===== config.mk =====
export PLATFORM = sky130hd
export DESIGN_NAME = ro_race_counter
export DESIGN_NICKNAME = d
export VERILOG_FILES = /design/src/rtl/ro_race_counter_pkg.sv /design/src/rtl/ro_edge_sync.sv /design/src/rtl/ro_race_counter.sv
export SDC_FILE = /design/constraint.sdc
export NUM_CORES = 1
export LEC_CHECK = 0
export CAP_MARGIN = 30
export CELL_PAD_IN_SITES_DETAIL_PLACEMENT = 1
export CELL_PAD_IN_SITES_GLOBAL_PLACEMENT = 2
export CORE_UTILIZATION = 35
export CTS_CLUSTER_DIAMETER = 60
export DETAILED_ROUTE_END_ITERATION = 12
export GPL_TIMING_DRIVEN = 0
export HOLD_SLACK_MARGIN = 0.08
export PLACE_DENSITY = 0.86
export SYNTH_ARGS = -nofsm -noshare
export SYNTH_HDL_FRONTEND = slang
export SYNTH_SLANG_ARGS = --single-unit

===== constraint.sdc =====
create_clock -name clk -period 9.2 [get_ports clk]
set_input_delay 1.38 -clock clk [delete_from_list [all_inputs] [get_ports clk]]
set_output_delay 1.38 -clock clk [all_outputs]
set_load 0.01 [all_outputs]

===== src/rtl/ro_race_counter_pkg.sv =====
// ============================================================================
// Module   : puf_cnt_pkg
// Purpose  : Shared state and mode encodings for the RO race counter.
// Revision : 1.0
// ============================================================================
`default_nettype none

package puf_cnt_pkg;

    typedef enum logic [2:0] {
        IDLE  = 3'd0,
        ARM   = 3'd1,
        COUNT = 3'd2,
        EVAL  = 3'd3,
        DONE  = 3'd4
    } rc_state_t;

    typedef enum logic {
        MODE_RACE   = 1'b0,
        MODE_WINDOW = 1'b1
    } rc_mode_t;

endpackage

`default_nettype wire


===== src/rtl/ro_edge_sync.sv =====
// ============================================================================
// Module   : ro_edge_sync
// Purpose  : Two-flop synchroniser for one RO tap plus a rising-edge pulse.
// Revision : 1.0
// ============================================================================
`default_nettype none

module ro_edge_sync (
    input  logic clk,
    input  logic reset_n,
    input  logic ro_in,
    output logic edge_pulse
);

    logic r_sync1;
    logic r_sync2;
    logic r_prev;

    always_ff @(posedge clk or negedge reset_n) begin
        if (!reset_n) begin
            r_sync1 <= 1'b0;
            r_sync2 <= 1'b0;
            r_prev  <= 1'b0;
        end else begin
            r_sync1 <= ro_in;
            r_sync2 <= r_sync1;
            r_prev  <= r_sync2;
        end
    end

    assign edge_pulse = r_sync2 & ~r_prev;

endmodule

`default_nettype wire


===== src/rtl/ro_race_counter.sv =====
// ============================================================================
// Module   : ro_race_counter
// Purpose  : Counts edges on NUM_CH RO taps in race or window mode and
//            reports the winning channel as one PUF response symbol.
// Revision : 1.0
// ============================================================================
`default_nettype none

module ro_race_counter
    import puf_cnt_pkg::*;
#(
    parameter int NUM_CH = 4,
    parameter int N      = 23,
    parameter int WIN_W  = 24,
    parameter int CH_W   = $clog2(NUM_CH)
) (
    input  logic                  clk,
    input  logic                  reset_n,
    input  logic [NUM_CH-1:0]     ro_in,
    input  logic                  start,
    input  logic                  mode,
    input  logic [WIN_W-1:0]      window,
    input  logic                  ack,
    output logic                  busy,
    output logic                  done,
    output logic [CH_W-1:0]       winner,
    output logic                  tie,
    output logic                  timeout,
    output logic [NUM_CH*N-1:0]   counts
);

    localparam logic [N-1:0]     c_sat     = '1;
    localparam logic [WIN_W-1:0] c_win_one = WIN_W'(1);

    rc_state_t                   r_state;
    rc_state_t                   w_state_nxt;
    rc_mode_t                    r_mode;
    logic [WIN_W-1:0]            r_win_len;
    logic [WIN_W-1:0]            r_win;
    logic [NUM_CH-1:0][N-1:0]    r_cnt;
    logic [NUM_CH-1:0][N-1:0]    w_cnt_nxt;
    logic [NUM_CH-1:0]           w_edge;
    logic                        w_goal;
    logic                        w_expire;
    logic [N-1:0]                w_max;
    logic [CH_W-1:0]             w_arg_idx;
    logic                        w_arg_tie;
    logic                        w_seen;
    logic                        r_busy;
    logic                        r_done;
    logic [CH_W-1:0]             r_winner;
    logic                        r_tie;
    logic                        r_timeout;

    for (genvar g = 0; g < NUM_CH; g++) begin : g_sync
        ro_edge_sync u_sync (
            .clk        (clk),
            .reset_n    (reset_n),
            .ro_in      (ro_in[g]),
            .edge_pulse (w_edge[g])
        );
    end

    // Saturating increments; the goal is judged on the post-increment value so
    // every channel freezes in the same cycle the first one crosses.
    always_comb begin
        w_cnt_nxt = r_cnt;
        w_goal    = 1'b0;
        for (int i = 0; i < NUM_CH; i++) begin
            if (w_edge[i] && (r_cnt[i] != c_sat)) begin
                w_cnt_nxt[i] = r_cnt[i] + 1'b1;
            end
            if (w_cnt_nxt[i][N-1]) begin
                w_goal = 1'b1;
            end
        end
        w_goal   = w_goal && (r_mode == MODE_RACE);
        w_expire = (r_win == c_win_one);
    end

    // Linear argmax: strict '>' keeps the lowest index on equal counts.
    always_comb begin
        w_max     = r_cnt[0];
        w_arg_idx = '0;
        w_arg_tie = 1'b0;
        w_seen    = 1'b0;
        for (int i = 1; i < NUM_CH; i++) begin
            if (r_cnt[i] > w_max) begin
                w_max     = r_cnt[i];
                w_arg_idx = CH_W'(i);
            end
        end
        for (int i = 0; i < NUM_CH; i++) begin
            if (r_cnt[i] == w_max) begin
                if (w_seen) begin
                    w_arg_tie = 1'b1;
                end
                w_seen = 1'b1;
            end
        end
    end

    always_comb begin
        w_state_nxt = r_state;
        case (r_state)
            IDLE:    if (start) w_state_nxt = ARM;
            ARM:     w_state_nxt = COUNT;
            COUNT:   if (w_goal || w_expire) w_state_nxt = EVAL;
            EVAL:    w_state_nxt = DONE;
            DONE:    if (ack) w_state_nxt = IDLE;
            default: w_state_nxt = IDLE;
        endcase
    end

    always_ff @(posedge clk or negedge reset_n) begin
        if (!reset_n) begin
            r_state <= IDLE;
        end else begin
            r_state <= w_state_nxt;
        end
    end

    always_ff @(posedge clk or negedge reset_n) begin
        if (!reset_n) begin
            r_mode    <= MODE_RACE;
            r_win_len <= '0;
            r_win     <= '0;
            r_cnt     <= '0;
            r_busy    <= 1'b0;
            r_done    <= 1'b0;
            r_winner  <= '0;
            r_tie     <= 1'b0;
            r_timeout <= 1'b0;
        end else begin
            case (r_state)
                IDLE: begin
                    if (start) begin
                        r_mode    <= rc_mode_t'(mode);
                        r_win_len <= window;
                    end
                end
                ARM: begin
                    r_cnt     <= '0;
                    r_win     <= (r_win_len == '0) ? c_win_one : r_win_len;
                    r_winner  <= '0;
                    r_tie     <= 1'b0;
                    r_timeout <= 1'b0;
                end
                COUNT: begin
                    r_cnt <= w_cnt_nxt;
                    r_win <= r_win - c_win_one;
                    if (w_expire && !w_goal && (r_mode == MODE_RACE)) begin
                        r_timeout <= 1'b1;
                    end
                end
                EVAL: begin
                    r_winner <= w_arg_idx;
                    r_tie    <= w_arg_tie;
                end
                DONE: begin
                    if (ack) begin
                        r_tie     <= 1'b0;
                        r_timeout <= 1'b0;
                    end
                end
                default: ;
            endcase
            r_busy <= (w_state_nxt == ARM) || (w_state_nxt == COUNT) || (w_state_nxt == EVAL);
            r_done <= (w_state_nxt == DONE);
        end
    end

    assign busy    = r_busy;
    assign done    = r_done;
    assign winner  = r_winner;
    assign tie     = r_tie;
    assign timeout = r_timeout;
    assign counts  = r_cnt;

endmodule

`default_nettype wire


## Yosys cells after proc, flatten, opt, wreduce, memory -nomap -nowiden

Index checks and enable logic that the tools add are counted.

| storage, ports and cells | value |
|---|---|
| register bits | 162 |
| output and inout port bits | 98 |
| logic and storage cells | 128 |

| cells by class | value |
|---|---|
| $add $sub $neg | 5 |
| $lt $le $gt $ge | 3 |
| equality and inequality tests | 23 |
| mux-type cells | 35 |
| bitwise operators | 9 |
| reductions and logical operators | 24 |

Operator list:

| operator | count |
|---|---|
| $pmux 92 s2 | 1 |
| $mux 23 | 7 |
| $add 23x1->23 const B | 4 |
| $eq 23x23->1 | 4 |
| $ne 23x23->1 const B | 4 |
| $gt 23x23->1 | 3 |
| $pmux 24 s2 | 1 |
| $eq 24x1->1 const B | 1 |
| $logic_not 24->1 | 1 |
| $mux 24 | 1 |
| $sub 24x1->24 const B | 1 |
| $mux 1 | 16 |
| $pmux 3 s5 | 1 |
| $eq 3x2->1 const B | 4 |
| $ne 2x2->1 const B | 6 |
| $reduce_and 2->1 | 6 |
| $mux 3 | 3 |
| $logic_and 1x1->1 | 7 |
| $eq 3x1->1 const B | 2 |
| $eq 3x3->1 const B | 2 |
| $pmux 1 s3 | 2 |
| $reduce_bool 3->1 | 2 |
| $not 1->1 | 5 |
| $and 1x1->1 | 4 |
| other kinds (7) | 11 |

## Longest topological paths before layout

| logic depth | value |
|---|---|
| word-level depth | 15 |
| mapped depth | 39 |
| depth with buffers taken out | 31 |

## Modules after synthesis

From an unflattened synthesis, not the netlist that was laid out.

| unflattened totals | value |
|---|---|
| cells, all modules | 1,538 |
| area, all modules | 12,896.1 um^2 |

By module, submodules not included:

| module | instances | cells an instance | area each (um^2) | sequential area each (um^2) |
|---|---|---|---|---|
| ro_race_counter | 1 | 1,522 | 12,540.8 | 3,753.6 |
| ro_edge_sync | 4 | 4 | 88.8 | 75.1 |

## Worst setup path before layout

No wires, ideal clock.

| timing | value |
|---|---|
| kind | reg2reg |
| start | register r_cnt, in the netlist counts[14] |
| end | register r_tie, in the netlist tie |
| library setup time | 76 ps |
| data arrival time | 7,309 ps |
| required time | 9,124 ps |
| path slack | 1,814 ps |
| stages on the path, launching flop included | 37 |
| path buffers | 7 |
| clock period less this slack | 7,386 ps |
| cell sequence | dfrtp_1 -> clkbuf_1 -> inv_1 -> ha_1 -> nand4_2 -> nor4b_1 -> and2_1 -> nor2_1 -> buf_6 -> nor3_1 -> nor2_1 -> ha_1 -> a21oi_1 -> o21ai_1 -> a221oi_4 -> a21o_1 -> nor2_1 -> buf_4 -> buf_2 -> clkbuf_1 -> o21ai_0 -> ha_1 -> nand2_1 -> o21ai_0 -> a221o_1 -> a2111oi_1 -> or2_2 -> buf_4 -> buf_4 -> nor2_1 -> a221oi_1 -> xnor2_1 -> nand4_1 -> nor4_2 -> nand3_1 -> and4b_1 -> o21ai_1 |

| between the ends | value |
|---|---|
| cells in the longest elaborated chain, start to end | 15 |

RTL lines:

| item | RTL line | source |
|---|---|---|
| start: declaration | ro_race_counter.sv:40 | `logic [NUM_CH-1:0][N-1:0] r_cnt;` |
| start signal: assignment | ro_race_counter.sv:150 | `r_cnt <= w_cnt_nxt;` |
| $gt 23x23->1 | ro_race_counter.sv:88 | `if (r_cnt[i] > w_max) begin` |
| $mux 23 | ro_race_counter.sv:88 |  |
| $gt 23x23->1 | ro_race_counter.sv:88 |  |
| $mux 23 | ro_race_counter.sv:88 |  |
| $gt 23x23->1 | ro_race_counter.sv:88 |  |
| $mux 23 | ro_race_counter.sv:88 |  |
| $eq 23x23->1 | ro_race_counter.sv:94 | `if (r_cnt[i] == w_max) begin` |
| $mux 1 | ro_race_counter.sv:94 |  |
| $mux 1 | ro_race_counter.sv:95 | `if (w_seen) begin` |
| $mux 1 | ro_race_counter.sv:94 |  |
| $mux 1 | ro_race_counter.sv:95 |  |
| $mux 1 | ro_race_counter.sv:94 |  |
| $mux 1 | ro_race_counter.sv:95 |  |
| $mux 1 * | ro_race_counter.sv:94 |  |
| $pmux 1 s3 * | ro_race_counter.sv:135 | `case (r_state)` |
| end signal: assignment | ro_race_counter.sv:158 | `r_tie <= w_arg_tie;` |
| end: declaration | ro_race_counter.sv:52 | `logic r_tie;` |

Every way passes the cells marked *; elsewhere a longest branch is shown, timed or not.
A chain may end at the register's enable or synchronous reset.

## Final worst setup path

| timing | value |
|---|---|
| start | register r_cnt, in the netlist counts[19] |
| end | register r_tie, in the netlist tie |

Same word-level chain as after synthesis.

==> key figures <==
Global route
  – Grt total ovfl: 0
  – Initial antenna violation count: 1
  – Largest net degree at the start of global routing: 93
  – Most crowded layer after global routing: met2
  – GR Util met3: 0.0517
  – M2 GR Usage: 0.507
  – Number of global-route vias before repair: 13200
  – First-pass GRT wire length: around 83000 µm
  – Met1 Use GR: 0.404
  – GR Util All Layers: 0.310

Synth
  – EDFF count, synth: 0
  – Seq/Total Area, Yosys: 0.327
  – Yosys warning count: 0
  – Count of different cell masters after synthesis: between 80 and 90
  – Post-Syn Area: around 12000 µm²
  – Ys flop type: dfrtp_1
  – Post-Synthesis Cells: between 1500 and 2000
  – Synthesized area per cell: approximately 8.1 µm²
  – Syn nets: approximately 1600
  – Synth Register Bits: 162
  – Async SR Flop Fraction: 1.00

Final layout
  – Multi-input logic area: slightly below 8000 µm²
  – Share of layout cells above drive strength 1: 0.102
  – FF/Latch Area: approximately 4100 µm²
  – Nets: between 1500 and 2000
  – Area growth syn-to-layout: 23.1%
  – Final core utilization: 0.440
  – Most frequent cells in the layout: nand2_1, o21ai_0, dfrtp_1
  – Filler instances: 4189
  – Leading cell type in the layout, fill and taps excluded: nand2_1
  – Cell area after layout: roughly 15000 µm²
  – Antenna diode count: 0

Die
  – Cell Rows: 68
  – I/O pin count: 131
  – DIE AREA: roughly 36000 µm²
  – Core area: ~35000 µm²
  – Die Ht: roughly 190 µm
  – Die width: between 150 and 200 µm
  – Initial Util: 0.357

Timing
  – Fin. Hold Viols: 0
  – Final period utilization: 0.966
  – Count of pins over their slew limit: 0
  – FMAX: between 100 and 150 MHz
  – Slew Limit Headroom: 0.370
  – Endpoints failing setup: 0
  – Clock period minus worst slack: 8890 ps
  – Clock skew: 18.4 ps
  – Slew at the pin closest to its max-slew limit: ~940 ps

Min path
  – Hold Path End: g_sync[3].u_sync.r_sync2$_DFF_PN0_
  – Source of the worst hold timing path: g_sync[3].u_sync.r_sync1$_DFF_PN0_
  – Hold depth: 0
  – Hold crit path type: flip-flop to flip-flop

Clock network
  – Total CTS buffers: 17
  – Worst-Skew Late Latency: between 400 and 500 ps
  – CTS H-Tree Depth: 4
  – Root buf cell: clkbuf_16
  – Clock sinks: between 150 and 200
  – Clock-pin slew on the worst setup and hold paths: about 90 ps
  – Max clock buf depth: 2
  – CTS tree: built

Worst setup path
  – CP Class: flip-flop to flip-flop
  – R2R Path Start: counts[19]$_DFFE_PN0P_
  – Critical path peak fanout: 10
  – Worst EP required: roughly 9600 ps
  – Reg2reg path depth: 34
  – Register-to-register path setup slack: 310 ps
  – Critical Path Max Stage Delay: 520 ps
  – CP endpoint kind: flip-flop
  – Critical R2R Capture: tie$_DFFE_PN0P_
  – Buf+Inv Stages, Crit Path: 7
  – Worst path slowest cell: o31ai_2
  – CP Launch Type: flip-flop
  – Critical Path AT: 9290 ps
  – Top delay family on crit path: simple AND/OR/NAND/NOR gates

Routing
  – Drt first-iter violations: 911
  – Vias: around 13000
  – Via density: around 6.1
  – Drt pass-1 iters: 6
  – Drt drc: 0
  – Routed WL: ~56000 µm
  – Routed WL per cell: around 26 µm
  – Routed Antenna Nets: 0

Placement
  – Port Buffers: 130
  – RePlAce Congestion: between 0.9 and 1
  – Area post-placement: about 14000 µm²
  – DP HPWL: approximately 43000 µm

Status
  – Outcome: finished clean

Power and ir drop
  – Max IR drop VDD: 0.201 mV
  – Leakage: between 0.006 and 0.007 µW
  – PD cells: approximately 330 nW/µm²

Run
  – Max_cap viols: 0
[kinds of logic after synthesis]
| family | synth area share |
|---|---|
| and+or+nand+nor | 0.258 |
| AOI/OAI and AO/OA | 0.228 |
| DFF | 0.327 |
| buffers and inverters | 0.0498 |
| adders and majority gates | 0.0756 |
| xor gates and xnor gates | 0.0318 |
| muxes | 0.0309 |
[state kept, by name (all words and copies together), names as in the netlist]
name and count:
busy 1, counts 92, done 1, g_sync.u_sync.r_prev 4, g_sync.u_sync.r_sync1 4, g_sync.u_sync.r_sync2 4, r_mode 1, r_state 3
r_win 24, r_win_len 24, tie 1, timeout 1, winner 2
[metal layers]
| layer | vias to the layer above | wire length, µm |
|---|---|---|
| met3 | 96 | 2710 |
| met2 | 411 | 25800 |
| met1 | 6698 | 24600 |
| met5 | - | 0 |
| li1 | 5997 | - |
| met4 | 0 | 2350 |
[area by class of cell]
type / instances / share of cell area
buffer: 85 / 0.0270
clock buffer: 17 / 0.0278
clock inverter: 15 / 0.0121
inverter: 56 / 0.0138
multi-input combinational: 1226 / 0.518
sequential: 162 / 0.266
tap: 455 / 0.0373
timing repair buffer: 149 / 0.0979
[per-stage QoR]
step                      setup WS [ps]  cells  TNS (ps)  total power, µW  hold WS, ps
after floorplan                    1810   1535         0             2930          331
after global placement             -973   2120    -68820             3910          331
after detailed placement          -1080   2124     -1080             3980          336
after CTS                          16.7   2151         0             4830          354
after global routing              -3.28   2165     -3.28             5300          362
final                               314   2165         0             5030          353
[worst max path at each step]
| stage | from | to | slack (ps) | cells past startpoint |
|---|---|---|---|---|
| after global routing | counts[19]$_DFFE_PN0P_ | tie$_DFFE_PN0P_ | -3 | 36 |
| after detailed placement | counts[17]$_DFFE_PN0P_ | tie$_DFFE_PN0P_ | -1080 | 37 |
| after floorplan | counts[14]$_DFFE_PN0P_ | tie$_DFFE_PN0P_ | 1810 | 36 |
| after global placement | counts[17]$_DFFE_PN0P_ | tie$_DFFE_PN0P_ | -970 | 37 |
| final | counts[19]$_DFFE_PN0P_ | tie$_DFFE_PN0P_ | 310 | 34 |
| after CTS | counts[16]$_DFFE_PN0P_ | tie$_DFFE_PN0P_ | 20 | 35 |
[where the power goes]
part	internal (µW)	switching, µW
registers	841	138
clock network	393	392
logic	1210	2060
total	2450	2590
[Yosys cell counts (6+ instances only)]
cell type  count  area, µm²
nand2_1      183        687
o21ai_0      164        821
dfrtp_1      162       4050
nor2_1       129        484
nand3_1       84        420
a21oi_1       76        380
ha_1          75        938
clkbuf_1      65        244
inv_1         56        210
and3_1        47        294
nor3_1        39        195
xnor2_1       31        272
nand4_1       30        188
mux2_2        26        293
nor4_1        24        150
and2_1        18        113
or3_1         16        100
o211ai_1      14        105
o21a_1        14        105
o31ai_1       14        105
xor2_1        14        123
a21o_1        12       90.1
a31oi_1       11       68.8
buf_2         11       55.1
a221oi_1      10       87.6
o22ai_1       10       62.6
a221o_1        9       90.1
a22oi_1        9       67.6
mux2i_1        9       90.1
or4_1          9       67.6
buf_4          8       60.1
nand3b_1       8       60.1
o21ai_1        8       40.0
a311o_1        7       70.1
nand2b_1       7       43.8
o221ai_1       7       61.3
o311ai_0       7       61.3
a211oi_1       6       45.0
[repair_timing]
item / in CTS / in global routing
pin swaps: 1 / 7
hold buffers: 0 / 0
buffers inserted: 1 / 14
endpoints found under the setup margin: 1 / 1
gates resized for setup: 21 / 45
Power figures use the tool's default switching activity.
==> variant, RTL diff (same flow settings) <==
Add an input register stage for `mode`, with the module's reset; this delays it by one clock. The other inputs are not delayed to match.
--- a/src/rtl/ro_race_counter.sv
+++ b/src/rtl/ro_race_counter.sv
@@ -32,4 +32,14 @@
     localparam logic [N-1:0]     c_sat     = '1;
     localparam logic [WIN_W-1:0] c_win_one = WIN_W'(1);
+
+    logic mode_q;
+
+    always_ff @(posedge clk or negedge reset_n) begin
+        if (!reset_n) begin
+            mode_q <= '0;
+        end else begin
+            mode_q <= mode;
+        end
+    end
 
     rc_state_t                   r_state;
@@ -136,5 +146,5 @@
                 IDLE: begin
                     if (start) begin
-                        r_mode    <= rc_mode_t'(mode);
+                        r_mode    <= rc_mode_t'(mode_q);
                         r_win_len <= window;
                     end
Check against the original RTL: not equivalent (a bounded check fails within 4 cycles, from zero or initial values and one cycle with reset_n low).
==> variant against the unedited design <==
  * Fmax is 1.6% lower
  * Worst setup slack got worse by 150 ps
  * Sequential cell count increased by 1
  * Area after synthesis fell by 2.3%
  * Wire length is 4.0% lower
  * Design area down 2.0%
  * Largest cell class unchanged
Power is not shown: default switching activity piles up to over one toggle a cycle in this logic, so the estimate is an artifact.
==> variant: results (changes against the unedited design) <==
final_critical_path_setup_slack_ps: 168  # was 314 ps
synth.cells.most_frequent: "sky130_fd_sc_hd__o21ai_0 (170), sky130_fd_sc_hd__dfrtp_1 (163), sky130_fd_sc_hd__nand2_1 (132)"  # was sky130_fd_sc_hd__nand2_1 (183), sky130_fd_sc_hd__o21ai_0 (164), sky130_fd_sc_hd__dfrtp_1 (162)
drt_wl_total_mm: 53.3  # was 55.5 mm
placement.cell_area_mm2: 0.0141  # was 0.0144 mm²
critPathMaxFanout: 10  # unchanged
globalRouteMet2Util_pct: 49.6  # was 50.7%
clock_buffers_created_by_tritoncts: 17  # unchanged
dpl.hpwl_mm: 41.5  # was 43.2 mm
synth_area_leaders: "sky130_fd_sc_hd__dfrtp_1 (34%), sky130_fd_sc_hd__ha_1 (7.7%), sky130_fd_sc_hd__o21ai_0 (7.0%), sky130_fd_sc_hd__nand2_1 (4.1%), sky130_fd_sc_hd__mux2_2 (3.7%)"  # was sky130_fd_sc_hd__dfrtp_1 (33%), sky130_fd_sc_hd__ha_1 (7.6%), sky130_fd_sc_hd__o21ai_0 (6.6%), sky130_fd_sc_hd__nand2_1 (5.5%), sky130_fd_sc_hd__nor2_1 (3.9%)
routed-wl-met2_mm: 25.1  # was 25.8 mm
count_of_tritonroute_iterations_in_the_first_routing_pass: 5  # was 6
vias_after_detailed_routing: 12674  # was 13202
grt_use_met1_pct: 40.0  # was 40.4%
grt_antenna_before_repair: 0  # was 1
met3_length_mm: 2.72  # was 2.71 mm
first_iter_violations: 926  # was 911
place_inst: 2038  # was 2124
worst_slew_margin_rel_pct: 38.3  # was 37.0%
status: "finished, final reports clean"  # unchanged
worst_r2r_path_depth: 33  # was 34
gp_congestion: 0.966  # was 0.989
hold_slack_ps: 350  # was 353 ps
arrival_ps: 9440  # was 9290 ps
synth.yosys.seq_area_share_pct: 33.6  # was 32.7%
largest_stage_delay_worst_path_ps: 640  # was 520 ps
worst_setup_hold_path_clk_slew_ps: 70  # was 90 ps
wire_length_of_the_first_global_routing_pass_mm: 81.0  # was 83.4 mm
postSynthAreaPerCell_um2: 8.33  # was 8.08 µm²
drive_gt1_share_pct: 10.6  # was 10.2%
route.detailed.vias_per_inst: 6.11  # was 6.10
syn_nets: 1563  # was 1643
layout.nets: 1722  # was 1805
synth.lib_cells_used.distinct: 78  # was 87
global_route.usage.total_pct: 30.5  # was 31.0%
pre_cts_ws_ps: -1870  # was -1080 ps
worst_r2r_startpoint: "counts[40]"  # was counts[19]
grt_util_met3_pct: 5.00  # was 5.17%
grt_max_degree: 104  # was 93
port-buffer-count: 130  # unchanged
ys.flop_type: "sky130_fd_sc_hd__dfrtp_1"  # unchanged
detail_route.wirelength.met1_mm: 23.5  # was 24.6 mm
==> variant: changes by cell type after synthesis, sizes merged, moves of 7 or more <==
cell / change
nand2: -53
nand3: -35
a21oi: -22
inv: +20
mux2: +16
and2: -14
mux2i: +13
nor3: -12
buf: -10
nor2: -10
o211ai: +10
a22o: +7
o311ai: -7
==> variant: final cells by class <==
cell class,instances,area [µm²]
Fill cell,4011,18800
Buffer,84,388
Tap cell,448,561
Clock buffer,20,457
Sequential cell,163,4100
Inverter,76,285
Clock inverter,12,97.6
Multi-Input combinational cell,1129,7650
Timing Repair Buffer,143,1430
==> variant: kinds of logic after synthesis <==
group	after synthesis	synth area share (%)
AOI/OAI and AO/OA	431	23.1
xor gates and xnor gates	49	3.54
adders and majority gates	76	7.83
buffers and inverters	163	5.24
DFF	163	33.6
muxes	64	5.88
and+or+nand+nor	509	20.8
==> variant: timing repair <==
item,CTS,global route
setup buffers,2,6
resized for setup,52,44
pin swaps,2,6
endpoints found under the setup margin,2,1
